File: src/rtl/fns_decoder_6_2.sv
// fns_decoder_6_2
// Sequential Fibonacci-number-system decoder for the receive side of a
// 6-signal / 2-redundant TSV bundle. A received 8-TSV codeword and the
// repair logic's per-TSV enable mask are latched, then walked one TSV per
// clock. Every enabled TSV receives the next Fibonacci weight
// (1, 2, 3, 5, 8, ...) and its bit is accumulated into a binary value.
// Disabled TSVs are skipped without advancing the weight sequence, which
// keeps the weights aligned with the transmit-side adder chain.
//
// Ports
//   clk        sole clock, rising edge
//   rst        synchronous active-high reset
//   in_valid   codeword and mask are valid
//   in_ready   decoder can accept a codeword (IDLE only)
//   tsv_data   received TSV bits, bit 0 is the first TSV
//   en_flag    per-TSV enable, 0 = faulty or unused, bit 0 is the first TSV
//   out_valid  decoded result is valid (DONE)
//   out_ready  downstream accepts the result
//   dec_value  decoded 7-bit binary value
//   err        fewer than 6 TSVs enabled, codeword is unrepairable
module fns_decoder_6_2 (
   input  logic       clk,
   input  logic       rst,
   input  logic       in_valid,
   output logic       in_ready,
   input  logic [7:0] tsv_data,
   input  logic [7:0] en_flag,
   output logic       out_valid,
   input  logic       out_ready,
   output logic [6:0] dec_value,
   output logic       err
);

   typedef enum logic [1:0] {
      IDLE = 2'd0,
      RUN  = 2'd1,
      DONE = 2'd2
   } state_t;

   state_t      state;
   state_t      state_next;

   logic [7:0]  data_q;
   logic [7:0]  en_q;
   logic [6:0]  acc;
   logic [6:0]  fib_a;
   logic [6:0]  fib_b;
   logic [6:0]  weight;
   logic [2:0]  pos;
   logic [3:0]  cnt;

   // The weight for the current enabled TSV is the sum of the two previous
   // weights. Starting from A=0, B=1 this yields 1, 2, 3, 5, ... and never
   // exceeds 34, so 7 bits are enough for both the weight and the total.
   assign weight = fib_a + fib_b;

   // State register. Reset from any state returns to IDLE, which discards a
   // codeword that is still being walked or waiting in DONE.
   always_ff @(posedge clk) begin
      if (rst) begin
         state <= IDLE;
      end else begin
         state <= state_next;
      end
   end

   // Datapath registers. The codeword and mask are captured on accept and
   // only these latched copies are used afterwards, so the inputs are free
   // to change while the walk is in progress. A disabled position only
   // advances the position counter; the weight pair, accumulator and
   // enabled-count all hold.
   always_ff @(posedge clk) begin
      if (rst) begin
         data_q <= 8'd0;
         en_q   <= 8'd0;
         acc    <= 7'd0;
         fib_a  <= 7'd0;
         fib_b  <= 7'd0;
         pos    <= 3'd0;
         cnt    <= 4'd0;
      end else begin
         case (state)
            IDLE: begin
               if (in_valid) begin
                  data_q <= tsv_data;
                  en_q   <= en_flag;
                  acc    <= 7'd0;
                  fib_a  <= 7'd0;
                  fib_b  <= 7'd1;
                  pos    <= 3'd0;
                  cnt    <= 4'd0;
               end
            end
            RUN: begin
               if (en_q[pos]) begin
                  if (data_q[pos]) begin
                     acc <= acc + weight;
                  end
                  fib_a <= fib_b;
                  fib_b <= weight;
                  cnt   <= cnt + 4'd1;
               end
               pos <= pos + 3'd1;
            end
            default: begin
            end
         endcase
      end
   end

   // Next-state and output decode. in_ready is forced low while reset is
   // asserted so that nothing looks acceptable during reset. Results are
   // only presented in DONE and read as zero elsewhere; they come straight
   // from registers that do not change in DONE, so they stay stable for the
   // whole time out_valid is high, however long out_ready is held low.
   always_comb begin
      state_next = state;
      in_ready   = 1'b0;
      out_valid  = 1'b0;
      dec_value  = 7'd0;
      err        = 1'b0;
      case (state)
         IDLE: begin
            in_ready = ~rst;
            if (in_valid) begin
               state_next = RUN;
            end
         end
         RUN: begin
            if (pos == 3'd7) begin
               state_next = DONE;
            end
         end
         DONE: begin
            out_valid = 1'b1;
            dec_value = acc;
            err       = (cnt < 4'd6);
            if (out_ready) begin
               state_next = IDLE;
            end
         end
         default: begin
            state_next = IDLE;
         end
      endcase
   end

endmodule

File: config.mk
export PLATFORM = sky130hd
export DESIGN_NAME = fns_decoder_6_2
export DESIGN_NICKNAME = d
export VERILOG_FILES = /design/src/rtl/fns_decoder_6_2.sv
export SDC_FILE = /design/constraint.sdc
export NUM_CORES = 1
export LEC_CHECK = 0
export ABC_AREA = 1
export CAP_MARGIN = 15
export CORE_MARGIN = 5
export CORE_UTILIZATION = 30
export CTS_CLUSTER_DIAMETER = 30
export DETAILED_ROUTE_END_ITERATION = 6
export SETUP_SLACK_MARGIN = 0.1
export SLEW_MARGIN = 20
export SYNTH_ARGS = -nofsm -noshare
export SYNTH_HDL_FRONTEND = slang
export SYNTH_SLANG_ARGS = --single-unit
File: constraint.sdc
create_clock -name clk -period 4.2 [get_ports clk]
set_input_delay 1.05 -clock clk [delete_from_list [all_inputs] [get_ports clk]]
set_output_delay 1.05 -clock clk [all_outputs]
set_load 0.02 [all_outputs]
Word-level counts from Yosys, hierarchy flattened
Index checks and enable logic that the tools add are counted.
Storage, ports and cells
  input bits: 20
  register bits after elaboration: 46
  output and inout bits: 10
  logic and storage cells: 56
Cells by class
  magnitude comparators: 2
  add/sub/neg operators: 4
  mux-type cells: 26
  equal/unequal tests: 8
  reduce and logical (&&, ||, !) cells: 7
  bitwise operators: 1
Operator list (number)
  7-bit 2-to-1 mux: 7
  7-bit case mux with 2 select lines: 3
  7-bit adder: 2
  2-bit inequality test (second input constant): 5
  4-bit 2-to-1 mux: 2
  4-bit case mux with 2 select lines: 1
  1-bit binary-select mux with 3-bit select: 2
  2-bit 2-to-1 mux: 3
  2-bit case mux with 3 select lines: 1
  3-bit case mux with 2 select lines: 1
  3-bit AND reduction: 2
  1-bit 2-to-1 mux: 5
  4-bit by 1-bit adder with 4-bit output (second input constant): 1
  3-bit by 4-bit < comparator with 1-bit output (second input constant): 1
  4-bit by 3-bit < comparator with 1-bit output (second input constant): 1
  2-bit AND reduction: 2
  4-bit AND reduction: 1
  3-bit by 1-bit adder with 3-bit output (second input constant): 1
  3-bit == test (second input constant): 1
  3-bit 2-to-1 mux: 1
  2-bit by 1-bit == test with 1-bit output (second input constant): 1
  2-bit == test (second input constant): 1
  2-bit logical NOT: 1
  2-bit nonzero test: 1
  1-bit inverter: 1

Depth between registers and ports, before layout
  depth in word-level cells: 5
  mapped depth: 17
  depth with buffers taken out: 17

Worst setup path after synthesis
OpenSTA, ideal clock, no wires.
  path kind: input -> output
  start point: in rst
  end point: out in_ready
  buffers on the path: 1
  data required time: 3.150 ns
  arrival time: 1.668 ns
  setup slack: 1.482 ns
  stages on the path: 2
  path through: clkbuf_1 > nor3_1
Between the ends
  word-level cells in the longest chain between the ends: 2
RTL lines
  start: declaration: line 23  | input logic rst,
  1-bit inverter: line 124  | in_ready = ~rst;
  1-bit 2-to-1 mux: line 122  | case (state)
  end: declaration: line 25  | output logic in_ready,
No other way between the ends.

Worst setup path after layout
Ends and elaborated chain as after synthesis.

==> run metrics <==
outcome=completed; final slew viol count=0; minimum hold slack=461.4 ps; core area=8258 µm²; DRT iter0 DRCs=67; largest net degree at the start of global routing=25; commonest cells after routing, fill and taps aside=nand2_1 (77), nor2_1 (48), dfxtp_1 (46), inv_1 (33), a21oi_1 (33); syn_area_per_cell=just over 7 µm²; share of layout cells above drive strength 1=0.08854; Synth Area in XOR/XNOR=0.02065; Antenna Nets Post-Route=0; worst r2r dst=acc[6]; Setup Viol. Count Final=0; first-pass GRT wire length=roughly 10000 µm; DRT met1 WL=2615 µm; Synth Area in Adders=0.08948; Worst Hold Class=flip-flop to flip-flop; CTS resizes=0; drt via density=4.577; Yosys warning count=0; Pre-antenna DRT Iters=4; Max H-tree Level=2; Horiz. Die Dim=about 100 µm; Synth Register Bits=46; vias post-DR=about 2,200; die height=~100 µm; vias in the first global route=2,206; antenna violations before repair=0; Layout Cells excl Fill=~490; Hold Buf Count CTS=0; area used by multi-input combinational logic=1409 µm²; fillcell total=881; Sink Count=46; max_cap viols=0; P per Cell Area=313.5 nW/µm²; dpl cell area=between 2000 and 3000 µm²; Worst R2R Setup Slack=~1500 ps; total power=about 0.95 mW; Post-Route Skew=roughly 3.3 ps; Post-CTS Setup Inserts=0; Distinct cells, synth=33; n_diodes=0; Hold Crit Depth=2; Worst setup EP type=output port; crit-path max FO=2; Die ar.=10,430 µm²; CTS tree=built; CP Capture Point=in_ready; Setup CP Type=input pin to output port; largest family of logic cells by synthesized area=simple AND/OR/NAND/NOR gates; Final TNS setup=0 ps; most common cell after layout, fill and taps aside=nand2_1; Req. time, crit path=between 3000 and 4000 ps; CP Launch Point=rst; CTS max path bufs=2; Final period util=0.7815; clock buffer count from CTS=5; Mapped Cells=between 300 and 400; synthesized area=about 2500 µm²; post-synthesis compound-gate area fraction=0.1372; RSZ-0062 raised after global routing=false; DRT Wirelength=5441 µm; Layout Area Growth over Synthesis=18.93%; worst r2r src=fib_b[0]; Tmin final=3282 ps; Seq/Total Area, Yosys=0.3618; Total GRT Usage=0.1150; nets@finish=420; Leakage=1.279 nW; Net Count, Synth=393; metal2 WL=2547 µm; Peak Freq=304.7 MHz; post-route cell area=3027 µm²; top sig layer=met4; clock tree root driver cell=clkbuf_8; Max transition margin=0.6233; clk_lat worst skew=about 300 ps; Slowest cell on crit path=clkdlybuf4s50_1; DP HPWL=4040 µm; Simple-Gate Fraction of Synth Area=0.3063; DRC Markers=0; critical path cell sequence=clkdlybuf4s50_1, nor3_1, clkdlybuf4s50_1; routed wl met3=223 µm; R2R cell count=15; mux share of post-synthesis cell area=0; Reg area=between 900 and 1000 µm²; Placed Cells=around 480; Startpoint Class=input pin; io pins=30; routed length per instance=11.13 µm; Worst-path clk slew=90 ps; gr ovfl total=0; routability congestion estimate from global placement=between 0.8 and 0.9; Max VDD drop=0.1278 mV; row cnt=33; IO Port Bufs=29; final-report hold violation count=0; worst slew pin tran=about 560 ps; critical path data arrival time=2230 ps; critical path's most frequent cell=clkdlybuf4s50_1; Worst path max stage delay=630 ps; initial core utilization=0.3082
## Yosys cell counts
library cell   n  area share
nand3_2        2      0.0079
a31o_2         1      0.0034
a211oi_1       1      0.0030
nand3_1       24       0.047
nand3_4        2       0.014
nor3_1         3      0.0059
inv_1         33       0.049
xnor2_1        3       0.010
o21a_1         1      0.0030
o21ai_0       23       0.045
o31ai_1        1      0.0030
dfxtp_1       46        0.36
a21oi_1       33       0.065
nor2_1        48       0.071
clkinv_1       1      0.0015
a22oi_1        1      0.0030
fa_1           2       0.016
nor2_4         1      0.0044
nand4_1        3      0.0074
ha_1          15       0.074
clkbuf_1       7       0.010
buf_6          3       0.013
nand2_2        2      0.0049
nand2_4        3       0.013
inv_4          2      0.0049
nand2_1       77        0.11
a21o_1         2      0.0059
a21oi_2        1      0.0034
nor2_2         3      0.0074
xor2_1         3       0.010
or2_2          4      0.0098
a31oi_1        1      0.0025
inv_2          4      0.0059
## worst max-delay path: cells and delay by family
kind	cells	cell delay (ps)
buffers and inverters	2	1050
and+or+nand+nor	1	130
## cell families (layout without fill, tap and decap cells)
kind of cell,after synthesis,after routing
and+or+nand+nor,172,172
AOI/OAI and AO/OA,65,65
buffers and inverters,50,78
DFF,46,46
adders and majority gates,17,17
xor gates and xnor gates,6,6
## worst min path at each step
stage	start	endpoint	slack, ps
after floorplan	cnt[2]	cnt[2]	430
after global placement	cnt[3]	cnt[3]	440
after detailed placement	cnt[2]	cnt[2]	450
after CTS	cnt[2]	cnt[2]	460
after global routing	cnt[2]	cnt[2]	490
final	cnt[2]	cnt[2]	460
## metal layers
layer | vias to the layer above | global-route usage
li1 | 1200 | -
met1 | 994 | 0.1507
met2 | 40 | 0.1889
met3 | 4 | 0.02526
met4 | 0 | 0.03633
met5 | - | 0
## power by group
| group | internal [mW] | switching (mW) | total, mW |
|---|---|---|---|
| registers | 0.458 | 0.0161 | 0.474 |
| logic | 0.0543 | 0.0830 | 0.137 |
| clock network | 0.179 | 0.159 | 0.338 |
## sequential cells by signal (all words and copies together) (netlist names)
signal,count
data_q,8
cnt,4
fib_b,7
state,2
en_q,8
pos,3
acc,7
fib_a,7
## final cells by class
type / instances / share of cell area
multi-input cells: 260 / 0.4655
flip-flops and latches: 46 / 0.3043
repair buffers: 30 / 0.09839
inverters: 40 / 0.05126
well taps: 105 / 0.04341
clock buffers: 5 / 0.02274
clock inverters: 3 / 0.01447
## per-stage QoR
| step | utilization | setup WS (ps) |
|---|---|---|
| final | 0.3665 | 917.9 |
| after floorplan | - | 1482 |
| after detailed placement | 0.3529 | 911.4 |
| after global placement | 0.3529 | 914.9 |
| after CTS | 0.3665 | 883.5 |
| after global routing | 0.3665 | 794.4 |
(Power assumes the default switching activity.)
